<file path="src/rtl/l2_cacheline_adaptor.sv">
// rtl/l2_cacheline_adaptor.sv - L2 line to memory burst adaptor (line read assembly / line write split)
module l2_cacheline_adaptor #(
  parameter int LINE_WIDTH  = 256,
  parameter int BURST_WIDTH = 64,
  parameter int ADDR_WIDTH  = 32
) (
  input  logic                   clk,
  input  logic                   rst,
  input  logic [LINE_WIDTH-1:0]  line_i,
  output logic [LINE_WIDTH-1:0]  line_o,
  input  logic [ADDR_WIDTH-1:0]  address_i,
  input  logic                   read_i,
  input  logic                   write_i,
  output logic                   resp_o,
  input  logic [BURST_WIDTH-1:0] burst_i,
  output logic [BURST_WIDTH-1:0] burst_o,
  output logic [ADDR_WIDTH-1:0]  address_o,
  output logic                   read_o,
  output logic                   write_o,
  input  logic                   resp_i
);

  localparam int BEATS = LINE_WIDTH / BURST_WIDTH;
  localparam int CNT_W = (BEATS > 1) ? $clog2(BEATS) : 1;
  localparam int OFF_W = $clog2(LINE_WIDTH / 8);

  typedef enum logic [1:0] {
    IDLE  = 2'd0,
    READ  = 2'd1,
    WRITE = 2'd2,
    DONE  = 2'd3
  } state_t;

  state_t                 r_state;
  state_t                 w_state_next;
  logic [CNT_W-1:0]       r_cnt;
  logic [LINE_WIDTH-1:0]  r_buf;
  logic [ADDR_WIDTH-1:0]  r_addr;

  logic                   w_rd_start;
  logic                   w_wr_start;
  logic                   w_beat;
  logic                   w_last;
  logic                   w_read;
  logic                   w_write;
  logic                   w_resp;
  logic [ADDR_WIDTH-1:0]  w_addr_aligned;
  logic [BURST_WIDTH-1:0] w_beats [BEATS];
  logic                   w_addr_unused;

  // Offset bits inside a line never reach memory; the burst always starts at the line base.
  assign w_addr_aligned = {address_i[ADDR_WIDTH-1:OFF_W], {OFF_W{1'b0}}};
  assign w_addr_unused  = ^address_i[OFF_W-1:0];
  assign w_last         = (r_cnt == CNT_W'(BEATS - 1));

  // Beat view of the line buffer; beat 0 is the least-significant slice.
  always_comb begin
    for (int i = 0; i < BEATS; i++) begin
      w_beats[i] = r_buf[i*BURST_WIDTH +: BURST_WIDTH];
    end
  end

  // Next-state and bus control; write wins over read when both are requested.
  always_comb begin
    w_state_next = r_state;
    w_rd_start   = 1'b0;
    w_wr_start   = 1'b0;
    w_beat       = 1'b0;
    w_read       = 1'b0;
    w_write      = 1'b0;
    w_resp       = 1'b0;
    case (r_state)
      IDLE: begin
        if (write_i) begin
          w_wr_start   = 1'b1;
          w_state_next = WRITE;
        end else if (read_i) begin
          w_rd_start   = 1'b1;
          w_state_next = READ;
        end
      end
      READ: begin
        w_read = 1'b1;
        w_beat = resp_i;
        if (resp_i && w_last) begin
          w_state_next = DONE;
        end
      end
      WRITE: begin
        w_write = 1'b1;
        w_beat  = resp_i;
        if (resp_i && w_last) begin
          w_state_next = DONE;
        end
      end
      DONE: begin
        w_resp       = 1'b1;
        w_state_next = IDLE;
      end
      default: begin
        w_state_next = IDLE;
      end
    endcase
  end

  // State register; reset anywhere, including mid-burst, drops back to IDLE.
  always_ff @(posedge clk) begin
    if (rst) begin
      r_state <= IDLE;
    end else begin
      r_state <= w_state_next;
    end
  end

  // Line buffer, burst address and beat counter.
  always_ff @(posedge clk) begin
    if (rst) begin
      r_buf  <= '0;
      r_addr <= '0;
      r_cnt  <= '0;
    end else begin
      if (w_wr_start) begin
        r_buf  <= line_i;
        r_addr <= w_addr_aligned;
        r_cnt  <= '0;
      end else if (w_rd_start) begin
        r_addr <= w_addr_aligned;
        r_cnt  <= '0;
      end
      if (w_beat) begin
        if (r_state == READ) begin
          for (int i = 0; i < BEATS; i++) begin
            if (r_cnt == CNT_W'(i)) begin
              r_buf[i*BURST_WIDTH +: BURST_WIDTH] <= burst_i;
            end
          end
        end
        r_cnt <= w_last ? '0 : r_cnt + 1'b1;
      end
    end
  end

  assign line_o    = r_buf;
  assign address_o = r_addr;
  assign read_o    = w_read;
  assign write_o   = w_write;
  assign resp_o    = w_resp;
  assign burst_o   = w_write ? w_beats[r_cnt] : '0;

endmodule

</file>
<file path="config.mk">
export PLATFORM = sky130hd
export DESIGN_NAME = l2_cacheline_adaptor
export DESIGN_NICKNAME = d
export VERILOG_FILES = /design/src/rtl/l2_cacheline_adaptor.sv
export SDC_FILE = /design/constraint.sdc
export NUM_CORES = 1
export LEC_CHECK = 0
export BUFFER_PORTS_ARGS = -buffer_cell sky130_fd_sc_hd__buf_2
export CAP_MARGIN = 5
export CORE_AREA = 2 2 279 281
export CTS_BUF_LIST = sky130_fd_sc_hd__clkbuf_4
export CTS_CLUSTER_DIAMETER = 50
export DETAILED_ROUTE_END_ITERATION = 16
export DIE_AREA = 0 0 281 283
export MAX_ROUTING_LAYER = met4
export PLACE_DENSITY = 0.4
export RECOVER_POWER = 100
export SLEW_MARGIN = 20
export SYNTH_ARGS = -nofsm -noshare
export SYNTH_HDL_FRONTEND = slang
export SYNTH_SLANG_ARGS = --single-unit
</file>
<file path="constraint.sdc">
create_clock -name clk -period 2.1 [get_ports clk]
set_clock_uncertainty 0.1 [all_clocks]
set_input_delay 0.63 -clock clk [delete_from_list [all_inputs] [get_ports clk]]
set_output_delay 0.63 -clock clk [all_outputs]
set_load 0.05 [all_outputs]
</file>
==> impl_results.md <==
- Cell count after synthesis: 1740
- RSZ-0062 raised after global routing: yes
- Pwr/cell area: roughly 1000 nW/um^2
- Worst-skew pair later-pin latency: ~790 ps
- Routed vias: about 19000
- Layout Cells excl Fill: 4050
- WP data arrival: between 2000 and 2500 ps
- Required @ worst endpoint: ~1400 ps
- Max Cap Violations: 0
- RePlAce Congestion: about 0.89
- Max transition margin: between 60 and 70%
- FILL cells: between 7000 and 8000
- Kind of critical path: flop to output port
- Clock sinks: 287
- Fmax: between 0.3 and 0.4 GHz
- Worst setup EP type: output port
- Leak: around 12 nW
- Hpwl dp: roughly 57000 um
- Core Box Area: 76700 sq um
- Pins over their slew limit: 0
- #FFs+latches synth: 287
- Sw Ratio: about 44%
- CTS root buf: clkbuf_4
- Final hold vios: 0
- Vias per cell: 4.62
- WL final: around 82000 um
- Reg2Reg Setup Slack: -130 ps
- Layout cell share with drive strength beyond 1: between 40% and 50%
- Final Cycle Share: 149%
- Startpoint types: flop
- Combinational share of power: between 50% and 60%
- Cell Count Post-Placement: between 3000 and 4000
- Largest vdd supply drop: around 0.58 mV
- CTS H-tree depth: 3
- Cell area after layout: approximately 30000 sq um
- Distinct cell type count after synthesis: 29
- CP max stage delay: between 400 and 500 ps
- Iteration-0 DRC Markers: 1293
- Ys Warns: 0
- DRT Pass-1 Iters: 7
- Critical-path top delay cell: mux4_2
- DP Area: 20400 sq um
- Seq pwr share: 26.9%
- DIE AREA: just under 80000 sq um
- GRT Util Overall: slightly above 20%
- Post-route setup slack: -1030 ps
- Post-Syn Area per Cell: 8.22 sq um
- DIE WIDTH: approximately 280 um
- Setup violations, final: ~240
- HP Class: primary input to flop
- Vias in the first global route: 19985
- Top cell by count, worst path: buf_12
- PortBufs: roughly 700
- Final Power: 30.2 mW
- Largest net degree at the start of global routing: between 40 and 50
- Die Span Y: 283 um
- Total CTS buffers: 92
- Critical path, cell by cell: buf_12 > buf_12 > buf_8 > mux4_2 > and2_4 > buf_6
- Top Ports: 712
- CTS max path bufs: 3
- Tmin final: approximately 3100 ps
- Commonest non-fill, non-tap cell in the layout: nand2_1
- CP Max Fanout: 6
- Post-DRT Antenna Nets: 0
- Initial Util: 18.6%
- Remaining Overflow, GRT: 0
- Failing checks: setup timing
- Area growth syn-to-layout: 107%
- CTS clk-pin slew, worst paths: ~60 ps
- Worst slew pin tran: ~580 ps
- Internal power: 16.8 mW
- Drc violations: 0
- Post-synthesis cell area: 14300 sq um
- Most frequent cells in the layout: 568 x nand2_1, 350 x buf_2, 347 x dlygate4sd3_1
- Total Nets Final: 3297
- Register area share after synthesis: 40.2%
- Core Rows: approximately 100
- Switch Pwr: 13.4 mW
- Drt wl/cell: between 20 and 25 um
- CTS tree: done
- Clock power share: between 10% and 20%
- Status: finished, violations left
- First-pass GRT wire length: between 100000 and 150000 um
- Initial antenna violation count: 13
-- metrics by stage --
| stage | hold WS, ps | setup TNS, ps | setup slack, ps | util [%] |
|---|---|---|---|---|
| final | 123 | -69350 | -1030 | 38.5 |
| after CTS | 8.97 | -100680 | -1150 | 38.2 |
| after detailed placement | 347 | -14720 | -266 | 26.6 |
| after global routing | 18.5 | -142760 | -1170 | 38.5 |
| after floorplan | 383 | -3150 | -77.0 | - |
| after global placement | 342 | -13850 | -264 | 26.6 |
-- worst max-delay path, delay by kind of cell, from the launching register on --
| family | cells | cell delay, ps |
|---|---|---|
| buffers and inverters | 4 | 590 |
| DFF | 1 | 370 |
| muxes | 1 | 490 |
| and+or+nand+nor | 1 | 170 |
-- area by class of cell --
type                    count  area (sq um)  area share [%]
inverters                   4          20.0          0.0677
repair buffers           1273         12900            43.7
well taps                1040          1300            4.40
clock buffers             128           961            3.25
clock inverters            31           139           0.470
diodes                     14          35.0           0.119
flip-flops and latches    287          6340            21.5
multi-input cells        1273          7830            26.5
-- sequential cells by signal, indices dropped and copies added, names as in the netlist --
signal     cells
address_o     27
line_o       256
r_cnt          2
r_state        2
-- synth_stat cells --
cell,instances,area share (%)
nand4_1,4,0.18
nand2b_1,1,0.044
a211o_1,1,0.061
a22oi_1,1,0.053
a311oi_1,256,16
nand2_1,569,15
buf_8,1,0.10
buf_2,46,1.6
clkbuf_8,1,0.096
dfxtp_1,287,40
a31oi_1,1,0.044
nand3_1,2,0.070
o21ai_0,1,0.035
buf_4,19,1.0
o21a_1,1,0.053
conb_1,1,0.026
inv_1,4,0.10
buf_6,17,1.3
a21oi_1,28,0.98
nor4bb_1,1,0.070
mux2i_1,2,0.14
mux4_2,64,10
clkbuf_2,2,0.070
ha_1,9,0.79
and2_1,65,2.8
clkbuf_1,80,2.1
mux2_2,1,0.079
buf_1,14,0.37
nor2_1,261,6.9
-- layer usage --
layer / global-route usage, % / share of wire, % / up-vias
met2: 33.7 / 49 / 860
met1: 23.5 / 40 / 9071
met3: 4.63 / 7.0 / 194
met5: - / 0 / -
li1: - / - / 8597
met4: 8.57 / 3.7 / 0
-- worst paths after layout --
kind                            cells past startpoint                         end                  startpoint
worst min register to register                      2  address_o[10]$_SDFFE_PP0P_  address_o[10]$_SDFFE_PP0P_
worst max-delay path                                6                 burst_o[33]       r_cnt[0]$_SDFFE_PP0P_
worst min-delay path                                3      line_o[163]$_SDFF_PP0_                 line_i[163]
worst max register to register                      8       line_o[36]$_SDFF_PP0_     r_state[0]$_SDFFE_PP0P_
-- power by group through the flow --
| stage | Combinational, mW | Clock (mW) | Sequential [mW] |
|---|---|---|---|
| after global placement | 13.0 | 0 | 7.52 |
| after detailed placement | 13.0 | 0 | 7.53 |
| final | 16.5 | 5.60 | 8.13 |
| after CTS | 16.5 | 5.80 | 8.10 |
| after floorplan | 5.08 | 0 | 10.9 |
| after global routing | 17.3 | 6.19 | 8.24 |
-- what timing repair did --
| action | in CTS | in global routing |
|---|---|---|
| pin swaps | 7 | 5 |
| hold buffers | 347 | 0 |
| setup endpoints to repair | 381 | 459 |
| hold endpoints to repair | 284 | 0 |
| cloned | 2 | 3 |
| resized for setup | 1416 | 80 |
| setup buffers | 23 | 34 |
-- cell families (layout without fill, tap and decap cells) --
group                    Yosys count  in the layout  synth area share [%]
AND/OR/NAND/NOR                  903            903                  25.0
AO/OA/AOI/OAI                    289            289                  16.9
flip-flops                       287            287                  40.2
buffers and inverters            184           1436                  6.79
multiplexers                      67             67                  10.3
adder cells (fa/ha/maj)            9              9                 0.788
other                              1             19                0.0262
(Power assumes the default switching activity.)
